--- config.mk ---
export PLATFORM = sky130hd
export DESIGN_NAME = fetch_seq
export DESIGN_NICKNAME = d
export VERILOG_FILES = /design/src/rtl/fetch_seq.sv
export SDC_FILE = /design/constraint.sdc
export NUM_CORES = 1
export LEC_CHECK = 0
export CORE_MARGIN = 3
export CORE_UTILIZATION = 38
export CTS_CLUSTER_SIZE = 25
export DETAILED_ROUTE_END_ITERATION = 8
export PLACE_DENSITY = 0.7
export SLEW_MARGIN = 0
export SYNTH_ARGS = -nofsm -noshare
export SYNTH_HDL_FRONTEND = slang
export SYNTH_SLANG_ARGS = --single-unit
--- constraint.sdc ---
create_clock -name clk -period 5.6 [get_ports clk]
set_input_delay 1.4 -clock clk [delete_from_list [all_inputs] [get_ports clk]]
set_output_delay 1.4 -clock clk [all_outputs]
set_load 0.02 [all_outputs]
--- src/rtl/fetch_seq.sv ---
// fetch_seq: instruction fetch sequencer feeding the execute core.
//
// A `req` seen in IDLE loads `start_addr` into the program counter. The block
// then loops FETCH -> WAIT -> ISSUE: it reads one word from the synchronous
// instruction memory, captures it, and offers it to execute. When it reads
// HALT_WORD it pulses `ack` for one cycle in DONE and returns to IDLE.
//
// Handshake: `instr` is valid whenever `instr_valid` is 1 and is held stable
// until a cycle where `instr_valid` and `instr_ready` are both 1. That cycle
// is the only cycle in which `br_taken`/`br_target` are sampled.
//
// Ports:
//   clk, reset        clock, asynchronous active-low reset
//   req, start_addr   start request (honoured only in IDLE) and first address
//   ack, busy         halt pulse, high in every state except IDLE
//   imem_addr/rd/data instruction memory: address, read strobe, data (+1 cycle)
//   instr, instr_valid, instr_ready   instruction handshake to execute
//   br_taken, br_target               branch result for the accepted instr
//   pc, issue_count   program counter, instructions issued since last `req`
//   state_dbg         current FSM state encoding, for observation only

module fetch_seq #(
    parameter int                   PC_W      = 8,
    parameter int                   INSTR_W   = 9,
    parameter logic [INSTR_W-1:0]   HALT_WORD = 9'h1FF,
    parameter int                   CNT_W     = 16
) (
    input  logic               clk,
    input  logic               reset,
    input  logic               req,
    input  logic [PC_W-1:0]    start_addr,
    output logic               ack,
    output logic               busy,
    output logic [PC_W-1:0]    imem_addr,
    output logic               imem_rd,
    input  logic [INSTR_W-1:0] imem_data,
    output logic [INSTR_W-1:0] instr,
    output logic               instr_valid,
    input  logic               instr_ready,
    input  logic               br_taken,
    input  logic [PC_W-1:0]    br_target,
    output logic [PC_W-1:0]    pc,
    output logic [CNT_W-1:0]   issue_count,
    output logic [2:0]         state_dbg
);

    typedef enum logic [2:0] {
        S_IDLE  = 3'd0,
        S_FETCH = 3'd1,
        S_WAIT  = 3'd2,
        S_ISSUE = 3'd3,
        S_DONE  = 3'd4
    } state_e;

    state_e               state_q, state_d;
    logic [PC_W-1:0]      pc_q, pc_d;
    logic [INSTR_W-1:0]   instr_q, instr_d;
    logic [CNT_W-1:0]     cnt_q, cnt_d;
    logic                 rd_q, valid_q, ack_q, busy_q;

    always_comb begin
        state_d = state_q;
        pc_d    = pc_q;
        instr_d = instr_q;
        cnt_d   = cnt_q;
        case (state_q)
            S_IDLE: begin
                if (req) begin
                    pc_d    = start_addr;
                    cnt_d   = '0;
                    state_d = S_FETCH;
                end
            end
            S_FETCH: begin
                state_d = S_WAIT;
            end
            S_WAIT: begin
                // The halt word is captured like any other word but never offered.
                instr_d = imem_data;
                state_d = (imem_data == HALT_WORD) ? S_DONE : S_ISSUE;
            end
            S_ISSUE: begin
                if (instr_ready) begin
                    cnt_d   = (&cnt_q) ? cnt_q : cnt_q + CNT_W'(1);
                    // Natural PC_W-bit arithmetic gives the wrap from all-ones to zero.
                    pc_d    = br_taken ? br_target : pc_q + PC_W'(1);
                    state_d = S_FETCH;
                end
            end
            S_DONE: begin
                state_d = S_IDLE;
            end
            default: begin
                state_d = S_IDLE;
            end
        endcase
    end

    // Output flags are registered from the next state so that every output
    // comes straight from a flop while still lining up with the state.
    always_ff @(posedge clk or negedge reset) begin
        if (!reset) begin
            state_q <= S_IDLE;
            pc_q    <= '0;
            instr_q <= '0;
            cnt_q   <= '0;
            rd_q    <= 1'b0;
            valid_q <= 1'b0;
            ack_q   <= 1'b0;
            busy_q  <= 1'b0;
        end else begin
            state_q <= state_d;
            pc_q    <= pc_d;
            instr_q <= instr_d;
            cnt_q   <= cnt_d;
            rd_q    <= (state_d == S_FETCH);
            valid_q <= (state_d == S_ISSUE);
            ack_q   <= (state_d == S_DONE);
            busy_q  <= (state_d != S_IDLE);
        end
    end

    assign imem_addr   = pc_q;
    assign imem_rd     = rd_q;
    assign instr       = instr_q;
    assign instr_valid = valid_q;
    assign ack         = ack_q;
    assign busy        = busy_q;
    assign pc          = pc_q;
    assign issue_count = cnt_q;
    assign state_dbg   = state_q;

endmodule

Word-level counts from Yosys, hierarchy flattened

Index checks and enable logic that the tools add are counted.

Equality and inequality tests: 10
Muxes and demuxes: 12
Add/subtract/negate cells: 2
Reductions and logical operators: 6

Operators by type and width:

| operator                                                        | count |
|---|---|
| 16-bit two-way mux                                              | 3 |
| 16-bit case mux with 2 select lines                             | 1 |
| 8-bit two-way mux                                               | 3 |
| 16-bit by 1-bit adder with 16-bit output, second input constant | 1 |
| 8-bit case mux with 2 select lines                              | 1 |
| 16-bit AND reduction                                            | 1 |
| 3-bit case mux with 4 select lines                              | 1 |
| 3-bit by 2-bit == test with 1-bit output, second input constant | 3 |
| 9-bit == test, second input constant                            | 1 |
| 3-bit two-way mux                                               | 3 |
| 8-bit by 1-bit adder with 8-bit output, second input constant   | 1 |
| 3-bit by 1-bit == test with 1-bit output, second input constant | 2 |
| 2-bit != test, second input constant                            | 3 |
| 4-bit AND reduction                                             | 1 |
| 3-bit == test, second input constant                            | 1 |
| 3-bit zero test                                                 | 1 |
| 3-bit AND reduction                                             | 1 |
| 3-bit nonzero test                                              | 1 |
| 2-bit nonzero test                                              | 1 |

Input port bits: 30
Word-level logic and storage cells: 38
Output and inout port bits: 48
Bits in registers: 40

Logic depth before layout (Yosys ltp)

Gate-level depths: netlist (run 1).

Depth after elaboration: 4
Mapped depth: 9
Mapped depth without buffers: 6

Least setup slack after synthesis (run 1)

Ideal clock, no wire load.

Path kind: input to register
From: input req
To: register cnt_q[9] (netlist: issue_count[9])
Data required time: 5524 ps
Path buffers: 1
Stages: 6
Library setup time: 76 ps
Arrival time: 2554 ps
Setup slack: 2970 ps
Cells stage by stage: nor4b_4 a21oi_2 a21o_1 buf_6 or4_1 o21ai_1

Cells in the longest elaborated chain, start to end: 2

Ends and longest elaborated chain:

| what                          | line | source |
|---|---|---|
| from (decl)                   | 30   | `input logic req,` |
| 2-bit != test (no line)       | --   |  |
| 4-bit AND reduction (no line) | --   |  |
| to (signal assigned)          | 115  | `cnt_q <= cnt_d;` |
| to (decl)                     | 58   | `logic [CNT_W-1:0] cnt_q, cnt_d;` |

No other way between the ends.
A chain may end at the register's enable or synchronous reset.

Worst setup path after layout (run 1)

Same ends and word-level chain as after synthesis.

==> results.md, run 1 <==
- Clk sink count: 40
- Post-layout minimum cycle time: 3.236 ns
- Via count: 1,949
- Post-CTS setup buffers: 0
- Post-Place Setup Slack: 2.060 ns
- Area grow syn2layout: 37.48%
- Distinct cells, synth: 39
- CP Data Required Time: 5.82 ns
- Number of global-route vias before repair: 1,814
- Post-synth ARST share: 100.0%
- Gr busiest metal: met2
- Final Max Tran Viols: 0
- Clock Path Buffers: 2
- Actual slew at the worst max-slew pin: 0.8719 ns
- Crit path max-delay family: simple AND/OR/NAND/NOR gates
- Via/cell ratio: 5.354
- Critical Path Start Type: primary input
- Fmax: 0.3090 GHz
- Slowest-stage cell, CP: or4_1
- GR Util met3: 4.989%
- Clock latency on the worst-skew pair: 0.29 ns
- Clk_skew: 0.006586 ns
- Initial DRC Count: 198
- Met1 Use GR: 23.79%
- Synth area leader: dfrtp_1
- Outcome: finished clean
- Crit Path Max Fanout: 19
- Seq cells post-synth: 40
- Synth Cell Area: 2153 um^2
- YS warnings: 0
- Leakage: 1.168 nW
- Synth cell count leaders: dfrtp_1, o21ai_0, nand2_1
- Post-Route WL: 5270 um
- Worst setup EP type: flip-flop
- Syn avg cell area: 9.362 um^2
- Final RePlAce weighted congestion: 0.7862
- Core ar.: 5303 um^2
- Max-Cap Viols: 0
- CTS Buf Count: 5
- Overflow after GRT: 0
- # DRC: 0
- DR WL/cell: 14.48 um
- Top cell type's share of synthesized area: 46.48%
- Post-Syn Nets: 262
- Die ar.: 6606 um^2
- ANT nets after route: 0
- Drt first pass iters: 4
- Std-Cell Rows: 26
- Clock transition at path regs: 0.07 ns
- Top post-synthesis cells by area: dfrtp_1, o21ai_0, mux2_2, nand3_1, nand2_1
- Final Setup Violations: 0
- Resized Gates After CTS: 0
- Final Hold Viols: 0
- Final period utilization: 57.79%
- Antenna violations before repair: 0
- Diodes inserted: 0
- Slew margin rel.: 41.87%
- Hold buffers post-CTS: 0
- Global-route usage over all layers: 16.81%
- # fillers: 474
- RSZ-0062 raised after global routing: no
- Worst setup path category: in2reg
- CTS tree: built
- Worst setup margin: 2.364 ns
- Post-Syn Instances: 230
- DIE WIDTH: 81.28 um
- Starting Density: 40.61%
- Met2 Use GR: 24.92%
- Pin count of the biggest net entering global routing: 41
- Input/output buffers: 77
- Detailed placer's ending HPWL: 3781 um
- Synth Flop Type: dfrtp_1
- Post-synthesis sequential area ratio: 46.48%
- # IOs: 78
- Crit path largest cell delay: 0.54 ns
- Setup TNS: 0 ns
- Worst VDD drop: 0.2755 mV
- Power Dens Cells: 466.1 nW/um^2
- HP Class: reg2reg
- EDFF count, synth: 0
- Die extent in y: 81.28 um
- Critical path buffers and inverters: 1
- First-pass GRT wire length: 8707 um
- Crit-path cells: clkdlybuf4s50_1, nor4b_4, a21oi_2, a21o_1, or4_1, o21ai_1
- Arrival @ worst endpoint: 3.46 ns
- Root Driver: clkbuf_8
- Share of cells above drive strength 1: 6.803%
- Nets: 326
- Most frequent cell after synthesis: dfrtp_1
- CTS H-tree depth: 2
[cell type report]
cell class	count	area [um^2]	area share (%)
Multi-Input combinational cell	163	998.5	33.73
Tap cell	70	87.58	2.959
Timing Repair Buffer	78	773.2	26.12
Sequential cell	40	1001	33.81
Clock inverter	1	5.005	0.1691
Inverter	6	22.52	0.7608
Clock buffer	6	72.57	2.451
[flip-flops by register name (all words and copies together), names as in the netlist]
register and cells:
imem_addr 8, busy 1, issue_count 16, instr_valid 1, imem_rd 1, instr 9
state_dbg 3, ack 1
[stage by stage]
stage	util [%]	power [mW]	cell area [um^2]	hold WS (ns)	instances
after global placement	54.37	1.205	2883	0.4894	357
after global routing	55.83	1.481	2960	0.5289	364
after CTS	55.83	1.396	2960	0.5115	364
after floorplan	-	0.9475	2153	0.6056	230
final	55.83	1.380	2960	0.5063	364
after detailed placement	54.37	1.216	2883	0.4949	357
[final timing paths]
kind | depth (start not counted) | startpoint | to | slack, ns
worst max-delay path | 6 | req | issue_count[9]$_DFFE_PN0P_ | 2.36
worst min-delay path | 1 | instr[1]$_DFFE_PN0N_ | instr[1]$_DFFE_PN0N_ | 0.51
worst max register to register | 5 | state_dbg[0]$_DFF_PN0_ | issue_count[9]$_DFFE_PN0P_ | 3.00
worst min register to register | 1 | instr[1]$_DFFE_PN0N_ | instr[1]$_DFFE_PN0N_ | 0.51
max in group asynchronous | 1 | reset | imem_addr[1]$_DFFE_PN0P_ | 3.83
min in group asynchronous | 1 | reset | issue_count[5]$_DFFE_PN0P_ | 1.22
[cells by family after synthesis]
logic type	Yosys count	share of synthesized area, %
compound gates	63	17.66
xor+xnor	5	2.034
fa+ha+maj	2	1.162
buf+inv	27	7.146
flops	40	46.48
mux	12	6.101
simple gates	81	19.41
[metal layers]
metal,up-vias,wire (um)
met3,6,444
met1,913,2461
met5,-,0
met2,74,2310
met4,0,54
li1,956,-
[placed cells by master, fill, tap and decap left out, drive strengths merged, types with 6 or more instances in the layout]
master          n
inv             6
nand2          22
clkdlybuf4s50  76
o31ai           8
clkbuf          6
mux2            9
nor2           14
nand4           6
dfrtp          40
a21oi          14
nand3          18
o21ai          25
a31oi           6
and3            7
[power breakdown]
part           switching [mW]  internal, mW  leakage (nW)  total, mW
Sequential             0.0979         0.376         0.508      0.474
Combinational           0.383         0.345         0.618      0.728
Clock                  0.0930        0.0846        0.0410      0.178
Power figures use the tool's default switching activity.
==> inputs of run 2 (changes only) <==
--- a/config.mk
+++ b/config.mk
@@ -9,7 +9,7 @@
 export CORE_UTILIZATION = 38
 export CTS_CLUSTER_SIZE = 25
 export DETAILED_ROUTE_END_ITERATION = 8
-export PLACE_DENSITY = 0.7
+export PLACE_DENSITY = 0.73
 export SLEW_MARGIN = 0
 export SYNTH_ARGS = -nofsm -noshare
 export SYNTH_HDL_FRONTEND = slang
==> constraint.sdc (replaced) <==
create_clock -name clk -period 2.9 [get_ports clk]
set_input_delay 0.725 -clock clk [delete_from_list [all_inputs] [get_ports clk]]
set_output_delay 0.725 -clock clk [all_outputs]
set_load 0.02 [all_outputs]
==> results.md, run 2 (synthesis gave the netlist of run 1 again) <==
- Overflow after GRT: 0 (unchanged)
- # fillers: 495 (+4.4%)
- Arrival @ worst endpoint: 1.54 ns (-1.92 ns)
- Resized Gates After CTS: 0 (unchanged)
- Clock transition at path regs: 0.08 ns (about the same)
- Post-layout minimum cycle time: 2.263 ns
- Leakage: 1.194 nW (+2.3%)
- Initial DRC Count: 151 (-24%)
- Outcome: finished clean
- Post-Place Setup Slack: 0.4562 ns (-1.604 ns)
- Pin count of the biggest net entering global routing: 41 (unchanged)
- Worst setup path category: reg2out
- Drt first pass iters: 4 (unchanged)
- Hold buffers post-CTS: 0 (unchanged)
- Slowest-stage cell, CP: clkdlybuf4s50_1
- Crit path max-delay family: buffers and inverters
- Via/cell ratio: 5.370 (+0.30%)
- Slew margin rel.: 39.27% (-2.6 points)
- Worst setup EP type: output pin
- ANT nets after route: 0 (unchanged)
- Final Setup Violations: 0 (unchanged)
- Die ar.: 6606 um^2 (unchanged)
- CTS tree: built
- Via count: 1,987 (+1.9%)
- Final RePlAce weighted congestion: 0.7963 (+1.3%)
- Actual slew at the worst max-slew pin: 0.9109 ns (+0.03896 ns)
- RSZ-0062 raised after global routing: no
- Crit-path cells: clkdlybuf4s50_1
- Critical path buffers and inverters: 1 (unchanged)
- Global-route usage over all layers: 16.93% (+0.12 points)
- Number of global-route vias before repair: 1,899 (+4.7%)
- Detailed placer's ending HPWL: 3868 um (+2.3%)
- DIE WIDTH: 81.28 um (unchanged)
- Clk_skew: 0.007237 ns (+0.0006502 ns)
- Input/output buffers: 77 (unchanged)
- Final Instance Area: 3014 um^2 (+1.8%)
- Most frequent cells in the layout: clkdlybuf4s50_1, dfrtp_1, o21ai_0
- Final Hold Viols: 0 (unchanged)
- Area grow syn2layout: 39.98%
- Clock latency on the worst-skew pair: 0.29 ns (about the same)
- Post-CTS setup buffers: 0 (unchanged)
- Most common cell after layout, fill and taps aside: clkdlybuf4s50_1
- Critical Path Start Type: flip-flop
- Largest register FFs: 16 (unchanged)
- CTS Buf Count: 5 (unchanged)
- Final Max Tran Viols: 0 (unchanged)
- Starting Density: 40.61% (unchanged)
- Antenna violations before repair: 0 (unchanged)
- CTS H-tree depth: 2 (unchanged)
- # DRC: 0 (unchanged)
- # IOs: 78 (unchanged)
- Die extent in y: 81.28 um (unchanged)
- Clock Path Buffers: 2 (unchanged)
- Share of cells above drive strength 1: 8.667% (+1.9 points)
- CP Data Required Time: 2.17 ns (-3.65 ns)
- DR WL/cell: 14.65 um (+1.2%)
- Diodes inserted: 0 (unchanged)
- Post-Route WL: 5422 um (+2.9%)
- Clk sink count: 40 (unchanged)
- Core ar.: 5303 um^2 (unchanged)
- Placed cell areas: 2920 um^2 (+1.3%)
- Power Dens Cells: 917.2 nW/um^2 (+97%)
- HP Class: reg2reg
- Crit path largest cell delay: 0.68 ns (+0.14 ns)
- Setup TNS: 0 ns (unchanged)
- Fmax: 0.4419 GHz
- First-pass GRT wire length: 8866 um (+1.8%)
- Worst VDD drop: 0.5393 mV (+96%)
- Final period utilization: 78.04%
- Root Driver: clkbuf_8
- Worst setup margin: 0.6369 ns (-1.727 ns)
- Crit Path Max Fanout: 11 (-8)
- Nets: 331 (+1.5%)
- Max-Cap Viols: 0 (unchanged)
- Std-Cell Rows: 26 (unchanged)
[run 2: cell count changes in the layout (fill, tap and decap cells not counted), sizes merged]
cell and delta:
clkinvlp +1, buf +5, clkbuf +1, clkinv -1
[run 2: power breakdown]
part / internal (mW) / switching [mW] / leakage (nW)
Combinational: 0.708 / 0.748 / 0.641
Sequential: 0.726 / 0.190 / 0.508
Clock: 0.194 / 0.199 / 0.0445
[run 2: worst register-to-register path: stages, from the launching register on]
cell     delay (ns)
dfrtp_1        0.43
ha_1           0.23
nand3_1        0.16
nor4_1         0.43
a21o_1         0.20
buf_4          0.21
o21ai_0        0.13
o41ai_1        0.08
[run 2: per-layer routing]
layer	up-vias	part of all wire [%]	track usage (%)
met4	0	0.66	3.547
met5	-	0	0
met3	6	7.2	4.435
met2	72	45	27.61
li1	964	-	-
met1	945	47	22.58
[run 2: per-stage QoR]
step | hold WS, ns | total power [mW] | std cells | util, %
6_report | 0.5016 | 2.765 | 370 | 56.84
2_1_floorplan | 0.4294 | 1.830 | 230 | -
5_1_grt | 0.5207 | 2.960 | 370 | 56.84
3_5_place_dp | 0.4892 | 2.388 | 362 | 55.07
3_3_place_gp | 0.4909 | 2.370 | 362 | 55.07
4_1_cts | 0.5037 | 2.782 | 370 | 56.84
[run 2: area by class of cell]
type,instances,area (um^2),share of cell area [%]
Sequential cell,40,1001,33.21
Multi-Input combinational cell,163,998.5,33.13
Timing Repair Buffer,83,810.8,26.90
Tap cell,70,87.58,2.906
Clock buffer,7,86.33,2.864
Inverter,6,22.52,0.7472
Clock inverter,1,7.507,0.2491
[run 2: worst paths after layout]
path,start,endpoint,slack (ns),cells after the start
setup / recovery,state_dbg[1]$_DFF_PN0_,state_dbg[1],0.64,1
hold / removal,issue_count[15]$_DFFE_PN0P_,issue_count[15]$_DFFE_PN0P_,0.50,1
setup reg to reg,issue_count[0]$_DFFE_PN0P_,issue_count[8]$_DFFE_PN0P_,0.92,7
hold reg to reg,issue_count[15]$_DFFE_PN0P_,issue_count[15]$_DFFE_PN0P_,0.50,1
max in group asynchronous,reset,issue_count[10]$_DFFE_PN0P_,1.78,1
min in group asynchronous,reset,imem_addr[3]$_DFFE_PN0P_,0.56,1
